$ cat src/rtl/pipeline_hazard_ctrl.sv
// Hazard and stall/flush scheduler for the 5-stage core: derives PC and
// FD/DE/EM hold/flush controls from load-use, branch, MDU and data-memory events.
module pipeline_hazard_ctrl #(
    parameter int unsigned REG_AW      = 5,
    parameter int unsigned MDU_TIMEOUT = 64,
    parameter int unsigned CNT_W       = 32
) (
    input  logic              clk_i,
    input  logic              rst_n_i,
    input  logic [REG_AW-1:0] id_rs1_i,
    input  logic [REG_AW-1:0] id_rs2_i,
    input  logic              id_rs1_en_i,
    input  logic              id_rs2_en_i,
    input  logic [REG_AW-1:0] ex_rd_i,
    input  logic              ex_load_i,
    input  logic              branch_taken_i,
    input  logic              mdu_start_i,
    input  logic              mdu_done_i,
    input  logic              dmem_req_i,
    input  logic              dmem_ack_i,
    output logic              pc_stop_o,
    output logic              fd_hold_o,
    output logic              fd_flush_o,
    output logic              de_hold_o,
    output logic              de_flush_o,
    output logic              em_hold_o,
    output logic              em_flush_o,
    output logic [1:0]        state_o,
    output logic [CNT_W-1:0]  stall_cnt_o,
    output logic              mdu_timeout_o
);

    typedef enum logic [1:0] {
        RUN      = 2'd0,
        MEM_WAIT = 2'd1,
        MDU_WAIT = 2'd2
    } state_t;

    localparam int unsigned     TMO_W    = (MDU_TIMEOUT > 2) ? $clog2(MDU_TIMEOUT) : 1;
    localparam logic [TMO_W-1:0] TMO_LAST = TMO_W'(MDU_TIMEOUT - 1);

    state_t             state, state_n;
    logic               mdu_pend, mdu_pend_n;
    logic               done_seen, done_seen_n;
    logic [TMO_W-1:0]   tmo, tmo_n, tmo_inc;
    logic               timeout_flag;
    logic               abort;
    logic               mem_stall, load_use;
    logic               pc_stop, fd_hold, fd_flush, de_hold, de_flush, em_hold, em_flush;

    assign mem_stall = dmem_req_i & ~dmem_ack_i;
    assign load_use  = ex_load_i & (ex_rd_i != '0) &
                       ((id_rs1_en_i & (id_rs1_i == ex_rd_i)) |
                        (id_rs2_en_i & (id_rs2_i == ex_rd_i)));

    always_comb begin
        state_n     = state;
        mdu_pend_n  = mdu_pend;
        done_seen_n = done_seen;
        tmo_n       = tmo;
        tmo_inc     = (tmo == TMO_LAST) ? tmo : tmo + TMO_W'(1);
        abort       = 1'b0;
        pc_stop     = 1'b0;
        fd_hold     = 1'b0;
        fd_flush    = 1'b0;
        de_hold     = 1'b0;
        de_flush    = 1'b0;
        em_hold     = 1'b0;
        em_flush    = 1'b0;

        case (state)
            RUN: begin
                if (mem_stall) begin
                    {pc_stop, fd_hold, de_hold, em_hold} = '1;
                    state_n    = MEM_WAIT;
                    mdu_pend_n = 1'b0;
                end else if (branch_taken_i) begin
                    fd_flush = 1'b1;
                    de_flush = 1'b1;
                end else if (mdu_start_i && !mdu_done_i) begin
                    {pc_stop, fd_hold, de_hold, em_flush} = '1;
                    state_n = MDU_WAIT;
                    tmo_n   = TMO_W'(1);
                end else if (load_use) begin
                    {pc_stop, fd_hold, de_flush} = '1;
                end
            end

            MDU_WAIT: begin
                if (mem_stall) begin
                    // MEM_WAIT must know to return here unless done already arrived
                    {pc_stop, fd_hold, de_hold, em_hold} = '1;
                    state_n     = MEM_WAIT;
                    mdu_pend_n  = 1'b1;
                    tmo_n       = tmo_inc;
                    done_seen_n = done_seen | mdu_done_i;
                end else if (mdu_done_i || done_seen) begin
                    state_n     = RUN;
                    tmo_n       = '0;
                    done_seen_n = 1'b0;
                    mdu_pend_n  = 1'b0;
                end else if (tmo == TMO_LAST) begin
                    abort       = 1'b1;
                    de_flush    = 1'b1;
                    state_n     = RUN;
                    tmo_n       = '0;
                    mdu_pend_n  = 1'b0;
                end else begin
                    {pc_stop, fd_hold, de_hold, em_flush} = '1;
                    tmo_n = tmo_inc;
                end
            end

            MEM_WAIT: begin
                if (mem_stall) begin
                    {pc_stop, fd_hold, de_hold, em_hold} = '1;
                    if (mdu_pend) begin
                        tmo_n       = tmo_inc;
                        done_seen_n = done_seen | mdu_done_i;
                    end
                end else if (mdu_pend && !done_seen && !mdu_done_i) begin
                    state_n = MDU_WAIT;
                    tmo_n   = tmo_inc;
                end else begin
                    state_n     = RUN;
                    tmo_n       = '0;
                    done_seen_n = 1'b0;
                    mdu_pend_n  = 1'b0;
                end
            end

            default: state_n = RUN;
        endcase
    end

    always_ff @(posedge clk_i or negedge rst_n_i) begin
        if (!rst_n_i) begin
            state        <= RUN;
            mdu_pend     <= 1'b0;
            done_seen    <= 1'b0;
            tmo          <= '0;
            timeout_flag <= 1'b0;
            stall_cnt_o  <= '0;
        end else begin
            state     <= state_n;
            mdu_pend  <= mdu_pend_n;
            done_seen <= done_seen_n;
            tmo       <= tmo_n;
            if (abort)
                timeout_flag <= 1'b1;
            if (pc_stop_o && (stall_cnt_o != '1))
                stall_cnt_o <= stall_cnt_o + CNT_W'(1);
        end
    end

    // Gated by reset so input-driven hazards cannot leak out while held in reset
    assign pc_stop_o     = rst_n_i & pc_stop;
    assign fd_hold_o     = rst_n_i & fd_hold;
    assign fd_flush_o    = rst_n_i & fd_flush;
    assign de_hold_o     = rst_n_i & de_hold;
    assign de_flush_o    = rst_n_i & de_flush;
    assign em_hold_o     = rst_n_i & em_hold;
    assign em_flush_o    = rst_n_i & em_flush;
    assign state_o       = state;
    assign mdu_timeout_o = rst_n_i & (timeout_flag | abort);

endmodule

$ cat config.mk
export PLATFORM = sky130hd
export DESIGN_NAME = pipeline_hazard_ctrl
export DESIGN_NICKNAME = d
export VERILOG_FILES = /design/src/rtl/pipeline_hazard_ctrl.sv
export SDC_FILE = /design/constraint.sdc
export NUM_CORES = 1
export LEC_CHECK = 0
export ABC_AREA = 1
export CORE_AREA = 10 10 102 104
export CTS_CLUSTER_DIAMETER = 150
export CTS_CLUSTER_SIZE = 25
export DETAILED_ROUTE_END_ITERATION = 6
export DIE_AREA = 0 0 112 114
export PLACE_DENSITY = 0.64
export REMOVE_ABC_BUFFERS = 1
export SYNTH_ARGS = -nofsm -noshare
export SYNTH_HDL_FRONTEND = slang
export SYNTH_SLANG_ARGS = --single-unit
$ cat constraint.sdc
create_clock -name clk_i -period 3.34 [get_ports clk_i]
set_input_delay 0.501 -clock clk_i [delete_from_list [all_inputs] [get_ports clk_i]]
set_output_delay 0.501 -clock clk_i [all_outputs]
set_load 0.05 [all_outputs]
==> impl_metrics.env <==
export IMPL_run_status="complete, no violations"
export IMPL_dieArea_um2=12800
export IMPL_crit_slowest_cell="clkdlybuf4s50_1"
export IMPL_worst_ep_required_time_ns=2.84
export IMPL_grt_start_max_net_pins=45
export IMPL_setup_viol=0
export IMPL_h_tree_depth=2
export IMPL_synthCells=513
export IMPL_worst_pin_slew_ns=0.585
export IMPL_synth_cell_types=29
export IMPL_setup_worst_path_start_class="flop"
export IMPL_avgViaCountPerCell=4.88
export IMPL_rsz0062_at_grt="false"
export IMPL_tns_ns=0
export IMPL_period_share_pct=90.2
export IMPL_async_flop_share_pct=100
export IMPL_sequentialPowerShare_pct=36.2
export IMPL_swShare_pct=44.2
export IMPL_hold_path_class="in2async"
export IMPL_path_class="reg2out"
export IMPL_num_rows=34
export IMPL_clkPwrFrac_pct=20.3
export IMPL_maxCapViolCount=0
export IMPL_cts_tree="yes"
export IMPL_remaining_drc_errors=0
export IMPL_r2r_slack_ns=1.03
export IMPL_seq_area_um2=1080
export IMPL_multi_input_area_um2=1880
export IMPL_grt_use_total_pct=14.3
export IMPL_grt_pass1_wl_um=15700
export IMPL_ios=67
export IMPL_grt_ovfl_total=0
export IMPL_start_util_pct=38.3
export IMPL_hpwl_um=7170
export IMPL_ys_seq_area_share_pct=33.2
export IMPL_placed_cells=681
export IMPL_syn2layout_area_growth_pct=26.3
export IMPL_wirelength_um=9150
export IMPL_nets=612
export IMPL_synthesis_area_um2=3250
export IMPL_ys_flop_type="dfrtp_1"
export IMPL_post_cts_setup_buffers=0
export IMPL_cts_clk_slew_worst_paths_ns=0.10
export IMPL_drtIter0Drc=140
export IMPL_synth_common_cells="nand2_1 (205), nor2_1 (62), inv_1 (54)"
export IMPL_synth_edff_count=0
export IMPL_num_vias=3364
export IMPL_slowest_delay_ns=0.82
export IMPL_fmaxAchievable_ghz=0.332
export IMPL_synth_most_common_cell="nand2_1"
export IMPL_regToRegStartpoint="state_o[0]"
export IMPL_crit_family="buffers and inverters"
export IMPL_ys_seq_elements=43
export IMPL_synth_top_area_share_pct=33.2
export IMPL_yosysWarnings=0
export IMPL_p_sw_w=0.000771
export IMPL_drive_gt1_share_pct=4.99
export IMPL_synth_area_leader_cell="dfrtp_1"
export IMPL_core_area_um2=8470
export IMPL_irDropWorstVdd_mv=0.283
export IMPL_wl_per_cell_um=13.3
export IMPL_antenna_left=0
export IMPL_p_int_w=0.000974
export IMPL_min_period_ns=3.01
export IMPL_crit_top_cell="inv_1"
export IMPL_gp_congestion=0.915
export IMPL_combPwrFrac_pct=43.5
export IMPL_antenna_found_initial=0
export IMPL_clockBufferDepth=2
export IMPL_firstDrtPassIters=4
export IMPL_synth_area_leaders="dfrtp_1 (33%), nand2_1 (24%), nor2_1 (7.2%)"
export IMPL_syn_avg_cell_area_um2=6.33
export IMPL_cp_arrival_ns=2.51
export IMPL_grt_pass1_vias=3291
export IMPL_slew_viol_final=0
export IMPL_clock_skew_ns=0.0113
export IMPL_cts_resized=0
export IMPL_portBuffers=66
export IMPL_hold_violations=0
export IMPL_p_per_area_nw_per_um2=426
export IMPL_die_w_um=112
export IMPL_r2r_cells=9
export IMPL_crit_buf_inv=3
export IMPL_cts_sinks=43
export IMPL_worstPathCellList="ha_1, nand2_1, inv_1, nand4_2, inv_1, nand4_1, a21oi_1, clkdlybuf4s50_1"
export IMPL_die_h_um=114
export IMPL_worst_r2r_endpoint="stall_cnt_o[29]"
export IMPL_critPathMaxFanout=6
export IMPL_fillers=875
export IMPL_slew_headroom_pct=60.8
export IMPL_leakage_nw=2.01
export IMPL_cts_buffers=5
export IMPL_cts_root_buf="clkbuf_8"
export IMPL_worstSkewPairLatency_ns=0.31
export IMPL_cp_depth=8
export IMPL_finalNonFillerCells=690
export IMPL_endpoint_kind="output port"
export IMPL_holdBufCountCts=0
worst max-delay path by stage:
stage	start	endpoint
detailed placement	dmem_req_i	mdu_timeout_o
floorplan	state_o[0]	stall_cnt_o[2]
global placement	dmem_req_i	mdu_timeout_o
finish	tmo[0]	mdu_timeout_o
CTS	tmo[0]	mdu_timeout_o
global route	tmo[0]	mdu_timeout_o
per-stage QoR:
stage | power [W] | hold WS [ns] | util (%) | cell area (µm²) | setup WS (ns)
after floorplan | 0.00113 | 0.205 | - | 3170 | 0.447
after global placement | 0.00140 | 0.456 | 47.3 | 4000 | 0.472
after detailed placement | 0.00141 | 0.452 | 47.3 | 4000 | 0.422
after CTS | 0.00176 | 0.313 | 48.4 | 4100 | 0.291
after global routing | 0.00188 | 0.342 | 48.4 | 4100 | 0.126
final | 0.00175 | 0.284 | 48.4 | 4100 | 0.327
layout by cell type, fill, tap and decap left out, types with 3 or more instances in the layout:
cell type        Yosys  routed
nand2_1            205     205
nor2_1              62      62
clkdlybuf4s50_1      0      58
inv_1               54      54
nand3_1             46      46
dfrtp_1             43      43
xor2_1              18      18
nor3_1              15      15
o21ai_0             14      14
buf_4                1       9
a21oi_1              7       7
ha_1                 7       7
nand3b_1             6       6
clkbuf_8             0       5
nand4_1              4       4
inv_2                3       3
flip-flops by register name (all words and copies together) (netlist names):
name / count
done_seen: 1
state_o: 2
tmo: 6
timeout_flag: 1
mdu_pend: 1
stall_cnt_o: 32
kinds of logic (layout without fill, tap and decap cells):
logic type / Yosys count / in the layout / synth area share [%]
fa+ha+maj: 7 / 7 / 2.70
buf+inv: 68 / 136 / 8.90
flops: 43 / 43 / 33.2
compound gates: 31 / 31 / 5.51
simple gates: 344 / 344 / 44.3
other cells: 0 / 1 / 0
xor+xnor: 20 / 20 / 5.40
worst register-to-register path: stages, from the launching register on:
cell,delay [ns]
dfrtp_1,0.43
inv_1,0.09
ha_1,0.27
o21ai_0,0.38
nand3_1,0.14
nand2_1,0.12
nand2_2,0.14
nand2_2,0.48
nand2_1,0.12
nand2_1,0.08
per-layer routing:
layer / up-vias / GRT usage [%] / wire length, µm
met4: 0 / 3.89 / 112
met3: 9 / 3.52 / 663
met2: 79 / 24.9 / 4340
li1: 1749 / - / -
met5: - / 0 / 0
met1: 1527 / 17.2 / 4030
final cells by class:
type	instances	area share, %
Clock inverter	3	0.580
Multi-Input combinational cell	402	45.9
Tap cell	108	3.30
Clock buffer	5	1.68
Inverter	58	5.31
Antenna cell	1	0.0611
Timing Repair Buffer	70	16.9
Sequential cell	43	26.3
power by group through the flow:
| stage | clock, W | combinational [W] | sequential (W) |
|---|---|---|---|
| final | 0.000355 | 0.000759 | 0.000631 |
| after detailed placement | 0 | 0.000766 | 0.000641 |
| after global placement | 0 | 0.000758 | 0.000644 |
| after floorplan | 0 | 0.000395 | 0.000739 |
| after global routing | 0.000388 | 0.000846 | 0.000643 |
| after CTS | 0.000364 | 0.000768 | 0.000632 |
No activity file was read; power rests on OpenSTA's default activity.
